## config.mk

```make
export PLATFORM = sky130hd
export DESIGN_NAME = ifmap_row_rx
export DESIGN_NICKNAME = d
export VERILOG_FILES = /design/src/rtl/ifmap_row_rx.sv
export SDC_FILE = /design/constraint.sdc
export NUM_CORES = 1
export LEC_CHECK = 0
export BUFFER_PORTS_ARGS = -buffer_cell sky130_fd_sc_hd__buf_2
export CAP_MARGIN = 20
export CORE_MARGIN = 8
export CORE_UTILIZATION = 67
export DETAILED_ROUTE_END_ITERATION = 12
export HOLD_SLACK_MARGIN = 0.1
export PLACE_DENSITY = 0.83
export SKIP_CTS_REPAIR_TIMING = 1
export SLEW_MARGIN = 5
export SYNTH_ARGS = -nofsm -noshare
export SYNTH_HDL_FRONTEND = slang
export SYNTH_SLANG_ARGS = --single-unit
```

## constraint.sdc

```tcl
create_clock -name clk -period 6.8 [get_ports clk]
set_input_delay 1.02 -clock clk [delete_from_list [all_inputs] [get_ports clk]]
set_output_delay 1.02 -clock clk [all_outputs]
set_load 0.005 [all_outputs]
```

## src/rtl/ifmap_row_rx.sv

```systemverilog
// ifmap_row_rx: NoC receive endpoint for input-feature-map packets.
// Packets may arrive in any column order; they are assembled into
// ping-pong row buffers and each completed row is streamed out in
// column order with a valid/ready handshake.
module ifmap_row_rx #(
  parameter int         WIDTH_DATA = 13,
  parameter int         WIDTH_I    = 25,
  parameter logic [7:0] NODE_ADDR  = 8'h00,
  parameter logic [1:0] DATA_TYPE  = 2'b01
) (
  input  logic                  clk,
  input  logic                  rst_n,
  input  logic                  pkt_valid,
  output logic                  pkt_ready,
  input  logic [31:0]           pkt_data,
  output logic                  out_valid,
  input  logic                  out_ready,
  output logic [WIDTH_DATA-1:0] out_data,
  output logic [7:0]            out_col,
  output logic                  out_last,
  output logic [7:0]            row_cnt,
  output logic [7:0]            drop_cnt
);

  // Index width for the column address into a bank.
  localparam int         AW       = (WIDTH_I > 1) ? $clog2(WIDTH_I) : 1;
  localparam logic [7:0] LAST_COL = 8'(WIDTH_I - 1);

  // Row storage: two banks, no reset (contents are qualified by the full flags).
  logic [WIDTH_DATA-1:0] r_mem [0:1][0:WIDTH_I-1];

  // Control state.
  logic                    r_wr_bank;
  logic                    r_rd_bank;
  logic [1:0]              r_full;
  logic [1:0][WIDTH_I-1:0] r_bitmap;
  logic [7:0]              r_rd_col;
  logic [7:0]              r_row_cnt;
  logic [7:0]              r_drop_cnt;

  // Packet field decode.
  logic                  w_rsvd;
  logic [1:0]            w_type;
  logic [7:0]            w_dst;
  logic [7:0]            w_col;
  logic [WIDTH_DATA-1:0] w_value;
  logic                  w_col_ok;
  logic                  w_pkt_ok;
  logic                  w_accept;
  logic                  w_wr;
  logic                  w_drop;
  logic [WIDTH_I-1:0]    w_col_mask;
  logic [WIDTH_I-1:0]    w_bitmap_set;
  logic                  w_row_done;
  logic                  w_rd;
  logic                  w_rd_last;
  logic                  w_at_last;

  assign w_rsvd   = pkt_data[31];
  assign w_type   = pkt_data[30:29];
  assign w_dst    = pkt_data[28:21];
  assign w_col    = pkt_data[20:13];
  assign w_value  = pkt_data[WIDTH_DATA-1:0];
  assign w_col_ok = ({1'b0, w_col} < 9'(WIDTH_I));

  assign w_pkt_ok = !w_rsvd && (w_type == DATA_TYPE) && (w_dst == NODE_ADDR) && w_col_ok;
  assign w_accept = pkt_valid && pkt_ready;
  assign w_wr     = w_accept && w_pkt_ok;
  assign w_drop   = w_accept && !w_pkt_ok;

  // One-hot decode of the incoming column, used to update the written bitmap.
  generate
    for (genvar gi = 0; gi < WIDTH_I; gi++) begin : g_col_mask
      assign w_col_mask[gi] = (w_col == 8'(gi));
    end
  endgenerate

  assign w_bitmap_set = r_bitmap[r_wr_bank] | w_col_mask;
  assign w_row_done   = w_wr && (&w_bitmap_set);

  // Read-side handshake.
  assign w_at_last = (r_rd_col == LAST_COL);
  assign w_rd      = out_valid && out_ready;
  assign w_rd_last = w_rd && w_at_last;

  // Ready depends only on registered state: the bank being written must be free.
  assign pkt_ready = !r_full[r_wr_bank];
  assign out_valid = r_full[r_rd_bank];
  assign out_data  = out_valid ? r_mem[r_rd_bank][r_rd_col[AW-1:0]] : '0;
  assign out_col   = out_valid ? r_rd_col : 8'd0;
  assign out_last  = out_valid && w_at_last;
  assign row_cnt   = r_row_cnt;
  assign drop_cnt  = r_drop_cnt;

  // Store the pixel of every valid packet; duplicates simply overwrite.
  always_ff @(posedge clk) begin
    if (w_wr) begin
      r_mem[r_wr_bank][w_col[AW-1:0]] <= w_value;
    end
  end

  // Write side: track written columns and flip to the other bank on row completion.
  always_ff @(posedge clk or negedge rst_n) begin
    if (!rst_n) begin
      r_wr_bank <= 1'b0;
      r_bitmap  <= '0;
    end else if (w_wr) begin
      if (w_row_done) begin
        r_bitmap[r_wr_bank] <= '0;
        r_wr_bank           <= ~r_wr_bank;
      end else begin
        r_bitmap[r_wr_bank] <= w_bitmap_set;
      end
    end
  end

  // Full flags: set by a completing write, cleared by the last read beat (never the same bank).
  always_ff @(posedge clk or negedge rst_n) begin
    if (!rst_n) begin
      r_full <= 2'b00;
    end else begin
      if (w_row_done) begin
        r_full[r_wr_bank] <= 1'b1;
      end
      if (w_rd_last) begin
        r_full[r_rd_bank] <= 1'b0;
      end
    end
  end

  // Read side: walk columns in order, release the bank after the last column.
  always_ff @(posedge clk or negedge rst_n) begin
    if (!rst_n) begin
      r_rd_bank <= 1'b0;
      r_rd_col  <= 8'd0;
      r_row_cnt <= 8'd0;
    end else if (w_rd) begin
      if (w_rd_last) begin
        r_rd_bank <= ~r_rd_bank;
        r_rd_col  <= 8'd0;
        r_row_cnt <= r_row_cnt + 8'd1;
      end else begin
        r_rd_col <= r_rd_col + 8'd1;
      end
    end
  end

  // Count discarded packets, saturating at 255.
  always_ff @(posedge clk or negedge rst_n) begin
    if (!rst_n) begin
      r_drop_cnt <= 8'd0;
    end else if (w_drop && (r_drop_cnt != 8'hFF)) begin
      r_drop_cnt <= r_drop_cnt + 8'd1;
    end
  end

endmodule

```

# Word level (Yosys, flattened, before mapping)
# Memories as Yosys holds them, arrays and structs flattened.
# Index checks and enable logic that the tools add are counted.
[op_classes] addsub=3 n_mul=0 div_mod_pow=0 order_cmp=8 n_eq_ne=27 n_shift=0 mux=26 bitwise_logic=10 n_reduce_logical=22
[op_table] cell="2-to-1 mux 325 bit" count=1
[op_table] cell="== test 8 x 5 -> 1 bit, second input constant" count=10
[op_table] cell="2-to-1 mux 25 bit" count=3
[op_table] cell="binary-select mux 13 bit (select 5 bit)" count=1
[op_table] cell="demux 13 bit (select 5 bit)" count=1
[op_table] cell="== test 8 x 4 -> 1 bit, second input constant" count=8
[op_table] cell="2-to-1 mux 13 bit" count=4
[op_table] cell="bitwise AND 50 bit" count=1
[op_table] cell="bitwise mux 50 bit" count=1
[op_table] cell="2-to-1 mux 50 bit" count=1
[op_table] cell="NOT 50 bit" count=1
[op_table] cell="== test 8 x 3 -> 1 bit, second input constant" count=4
[op_table] cell="demux 25 bit (select 1 bit)" count=1
[op_table] cell="bitwise OR 25 bit" count=1
[op_table] cell="AND reduction 25 bit" count=1
[op_table] cell="adder 8 x 1 -> 8 bit, second input constant" count=3
[op_table] cell="== test 8 x 2 -> 1 bit, second input constant" count=2
[op_table] cell="zero test 8 bit" count=2
[op_table] cell="2-to-1 mux 8 bit" count=2
[op_table] cell="logical AND 1 bit" count=14
[op_table] cell="greater-or-equal comparator 6 bit, second input constant" count=2
[op_table] cell="NOT 5 -> 6 bit" count=2
[op_table] cell="== test 8 x 1 -> 1 bit, second input constant" count=1
[op_table] cell="less-than comparator 8 x 5 -> 1 bit, second input constant" count=1
[op_table] cell="14 further kinds" count=28
[word_totals] reg_bits=78 latchBits=0 ramBits=650 rom_bits=0 output_inout_bits=40 mem_count=1
[mem_list] name="r_mem" words=2 width=325 read_ports=1 rd_clocked_by_memory_dff=0 wr=1 line="30" rtl="logic [WIDTH_DATA-1:0] r_mem [0:1][0:WIDTH_I-1];"

# Logic depth before layout (Yosys ltp)
[depth] word_depth=9 mapped_depth=11 mapped_depth_nobuf=7

# Worst setup path after synthesis
# No wires, ideal clock.
[synth_timing] path_kind="input -> register" from="in pkt_data[14]" to="mem r_mem[0][156] in the netlist's numbering, enable pin" arrival_time_ps=3732 setup_slack_ps=2651 path_stages=9 path_buffers=3 cell_sequence="clkbuf_1 -> nor3_1 -> o311ai_1 -> nor3_1 -> nand2b_1 -> clkbuf_1 -> or2_1 -> clkbuf_1 -> nor4_1"
[synth_between] elab_chain_len=6 elab_cells_between_ends=11 classes_between="order compare: 3; mux: 4; bitwise: 1; reduce/logical: 3"
[synth_lines] element="start, declared" line="15" rtl="input logic [31:0] pkt_data,"
[synth_lines] element="NOT 5 -> 6 bit (not written as such)" line="98" rtl="r_mem[r_wr_bank][w_col[AW-1:0]] <= w_value;"
[synth_lines] element="greater-or-equal comparator 6 bit (not written as such) or less-than comparator 6 x 1 -> 1 bit (tied branches)" line="98"
[synth_lines] element="logical AND 1 bit (not written as such)" line="98"
[synth_lines] element="2-to-1 mux 13 bit (not written as such)" line="98"
[synth_lines] element="demux 13 bit (select 5 bit)" line="98"
[synth_lines] element="2-to-1 mux 325 bit (not written as such) *" line="98"
[synth_lines] element="end, declared" line="30"
# Mark *: on every way between the ends. The rest lies on a longest branch, timed or not.

# Worst setup path in the final report
[layout_timing] from="reg r_rd_col[0]" to="out out_data[4]"
[layout_between] elab_chain_len=5
[layout_lines] element="start, declared" line="37" rtl="logic [7:0] r_rd_col;"
[layout_lines] element="start signal, assigned" line="143" rtl="r_rd_col <= r_rd_col + 8'd1;"
[layout_lines] element="NOT 5 -> 6 bit (not written as such)" line="89" rtl="assign out_data = out_valid ? r_mem[r_rd_bank][r_rd_col[AW-1:0]] : '0;"
[layout_lines] element="binary-select mux 13 bit (select 5 bit)" line="89"
[layout_lines] element="2-to-1 mux 13 bit (not written as such) (2 in a row)" line="89"
[layout_lines] element="2-to-1 mux 13 bit" line="89"
[layout_lines] element="end, declared" line="18" rtl="output logic [WIDTH_DATA-1:0] out_data,"
# Every way passes these cells. The select of a mux whose other input is x is not followed.

==> impl_results.md <==
- Cell count after synthesis: 1547
- Rows: 76
- Die Wd: 225 um
- Residual DRC count: 0
- Worst-Margin Slew: 1180 ps
- Clock transition at the registers of the reported paths: 60 ps
- Core Area: 0.0432 sq mm
- Async S/R FF share, synth: 0.107
- Vias in the first global route: 16600
- Critical path buffers and inverters: 2
- Mean Syn Cell Area: 18.9 sq um
- Most area-hungry cell type in the Yosys netlist: edfxtp_1
- Total CTS buffers: 71
- Largest net degree at the start of global routing: 79
- Share of layout cells above drive strength 1: 0.248
- Final setup vio count: 0
- Nets: 1706
- Commonest cells in the netlist: 650 x edfxtp_1, 175 x mux4_2, 113 x nor2_1
- Yosys reg bits: 728
- Number of I/O port buffers: 75
- Clk_skew: 24.6 ps
- CP Class: reg -> out
- Hold WS: 289 ps
- Vias per cell: 7.33
- Power Density: 277 mW/mm^2
- Seq/Total Area, Yosys: 0.733
- Final Critical Period: 5160 ps
- CP max stage delay: 1150 ps
- Routed Antenna Nets: 0
- Setup ws final: 1640 ps
- Htree depth: 3
- Reg2reg setup slack: 2270 ps
- Fmax: 194 MHz
- Clock tree buffer depth: 3
- Tot GR Track Use: 0.306
- Global routing usage on met1: 0.410
- Count leader, synth: edfxtp_1
- Initial Util: 0.679
- Crit path max-delay family: flip-flops
- Total number of vias: 16900
- Worst Setup Start Kind: flip-flop
- GRT met2 Usage: 0.478
- Gp weighted congestion: 0.899
- 1st-pass router iterations: 8
- Die ar.: 0.0507 sq mm
- Worst-Skew Late Latency: 600 ps
- Post-Syn Area: 0.0293 sq mm
- Met3 usage: 0.0821
- Max_cap viols: 0
- Layout Cells excl Fill: 2304
- Placement Setup Slack: 1970 ps
- Crit path max fanout: 71
- CP Capture Type: primary output
- ANT cells: 0
- CTS Root Cell: clkbuf_16
- Initial antenna violation count: 1
- DP Cell Count: 2155
- CP Cell Sequence: buf_12 -> mux4_2 -> mux2i_1 -> o22ai_1 -> a211oi_1 -> nor3_1 -> buf_2
- Post-DP HPWL: 42300 um
- Final Max Tran Viols: 0
- DR iter-0 viols: 2907
- Hold WC Path Type: in -> async
- Leakage: 0.0109 uW
- GR peak layer: met2
- Overall power: 9130 uW
- Number of synthesized flops with an enable pin: 650
- Num Clock Sinks: 728
- Detailed Route WL: 77800 um
- Final Hold Viols: 0
- Post-synth top flop: edfxtp_1
- IO Pins: 76
- Crit path DAT: 4140 ps
- Worst path required time: 5780 ps
- Final Cycle Share: 0.758
- Post-synthesis net count: 1587
- RSZ-0062 raised after global routing: no
- TritonCTS clock tree: yes
- Synth-to-Final Area Change: 12.3%
- Die height: 225 um
- Post-synth top area share: 0.666
- Total grt overflow: 0
- Avg WL per Cell: 33.8 um
- First-pass GRT wire length: 112000 um
- Netlist cell types: 60
- Synth top area cells: edfxtp_1 67%, mux4_2 13%, dfrtp_1 6.7%
- Setup TNS: 0 ps
- Status: finished clean
- Peak VDD IR: 185 uV
- Relative slew slack: 0.212
- Yosys warns: 0
- Slowest cell on crit path: dfrtp_4
-- layout by cell type, fill, tap and decap left out, drive strengths merged, types with 5 or more instances in the layout --
cell | synthesis | final
nor2b | 22 | 22
mux4 | 175 | 175
o221ai | 6 | 6
a22o | 51 | 51
nand2 | 75 | 75
nand4 | 14 | 14
a211oi | 12 | 12
a22oi | 6 | 6
nor4 | 7 | 7
or3 | 5 | 5
nand3 | 15 | 15
and3 | 8 | 8
buf | 39 | 137
bufinv | 0 | 7
dfrtp | 78 | 78
or2 | 7 | 7
inv | 6 | 9
xnor2 | 15 | 15
a221oi | 12 | 12
a21oi | 18 | 18
nor3 | 21 | 21
o21a | 9 | 9
edfxtp | 650 | 650
mux2i | 54 | 54
nor2 | 113 | 113
nand2b | 6 | 6
clkinv | 0 | 24
o22ai | 12 | 12
clkbuf | 52 | 90
o21ai | 12 | 12
-- power breakdown --
| group | switching [uW] | internal, uW | leakage (uW) | total (uW) |
|---|---|---|---|---|
| Clock | 1670 | 2280 | 0.00112 | 3950 |
| Combinational | 172 | 83.5 | 0.00284 | 255 |
| Sequential | 34.1 | 4890 | 0.00691 | 4930 |
-- layer usage --
layer  share of wire  vias up
met1            0.34     8568
met3            0.13      270
met5         0.00014        -
met4           0.048        2
li1                -     6537
met2            0.47     1501
-- cell families after synthesis --
logic type               count (synthesis)  share of synthesized area
flip-flops                             728                      0.733
buffers and inverters                   97                     0.0146
AO/OA/AOI/OAI                          158                     0.0413
adder cells (fa/ha/maj)                  4                    0.00171
AND/OR/NAND/NOR                        311                     0.0506
XOR/XNOR                                19                    0.00568
multiplexers                           230                      0.153
-- stage by stage --
| step | util | instance area, sq um |
|---|---|---|
| after floorplan | - | 29300 |
| after global placement | 0.702 | 30300 |
| after detailed placement | 0.704 | 30400 |
| after CTS | 0.757 | 32700 |
| after global routing | 0.762 | 32900 |
| final | 0.762 | 32900 |
-- state kept, by name, summed over array words and instances, names as in the netlist --
register,flops
r_rd_bank,1
r_bitmap,50
r_wr_bank,1
r_rd_col,8
r_mem,650
r_full,2
row_cnt,8
drop_cnt,8
-- layout make-up --
cell class / instances / area (sq um)
Clock buffer: 90 / 1930
Clock inverter: 36 / 360
Fill cell: 2227 / 10300
Inverter: 6 / 22.5
Multi-Input combinational cell: 722 / 7430
Sequential cell: 728 / 21500
Tap cell: 585 / 732
Timing Repair Buffer: 137 / 953
-- worst reg2reg max path, delay by kind of cell, from the launching register on --
family | cells | cell delay, ps
buffers and inverters | 1 | 550
DFF | 1 | 330
muxes | 1 | 370
and+or+nand+nor | 5 | 2900
-- worst paths after layout --
| path | from | endpoint | depth (start not counted) |
|---|---|---|---|
| max in group asynchronous | rst_n | r_rd_bank | 2 |
| min | rst_n | drop_cnt[1] | 1 |
| min reg2reg | drop_cnt[7] | drop_cnt[7] | 1 |
| max reg2reg | r_wr_bank | r_mem[1][266] | 7 |
| max | r_rd_col[0] | out_data[4] | 7 |
| min in group clk | drop_cnt[7] | drop_cnt[7] | 1 |
No activity file was read; power rests on OpenSTA's default activity.
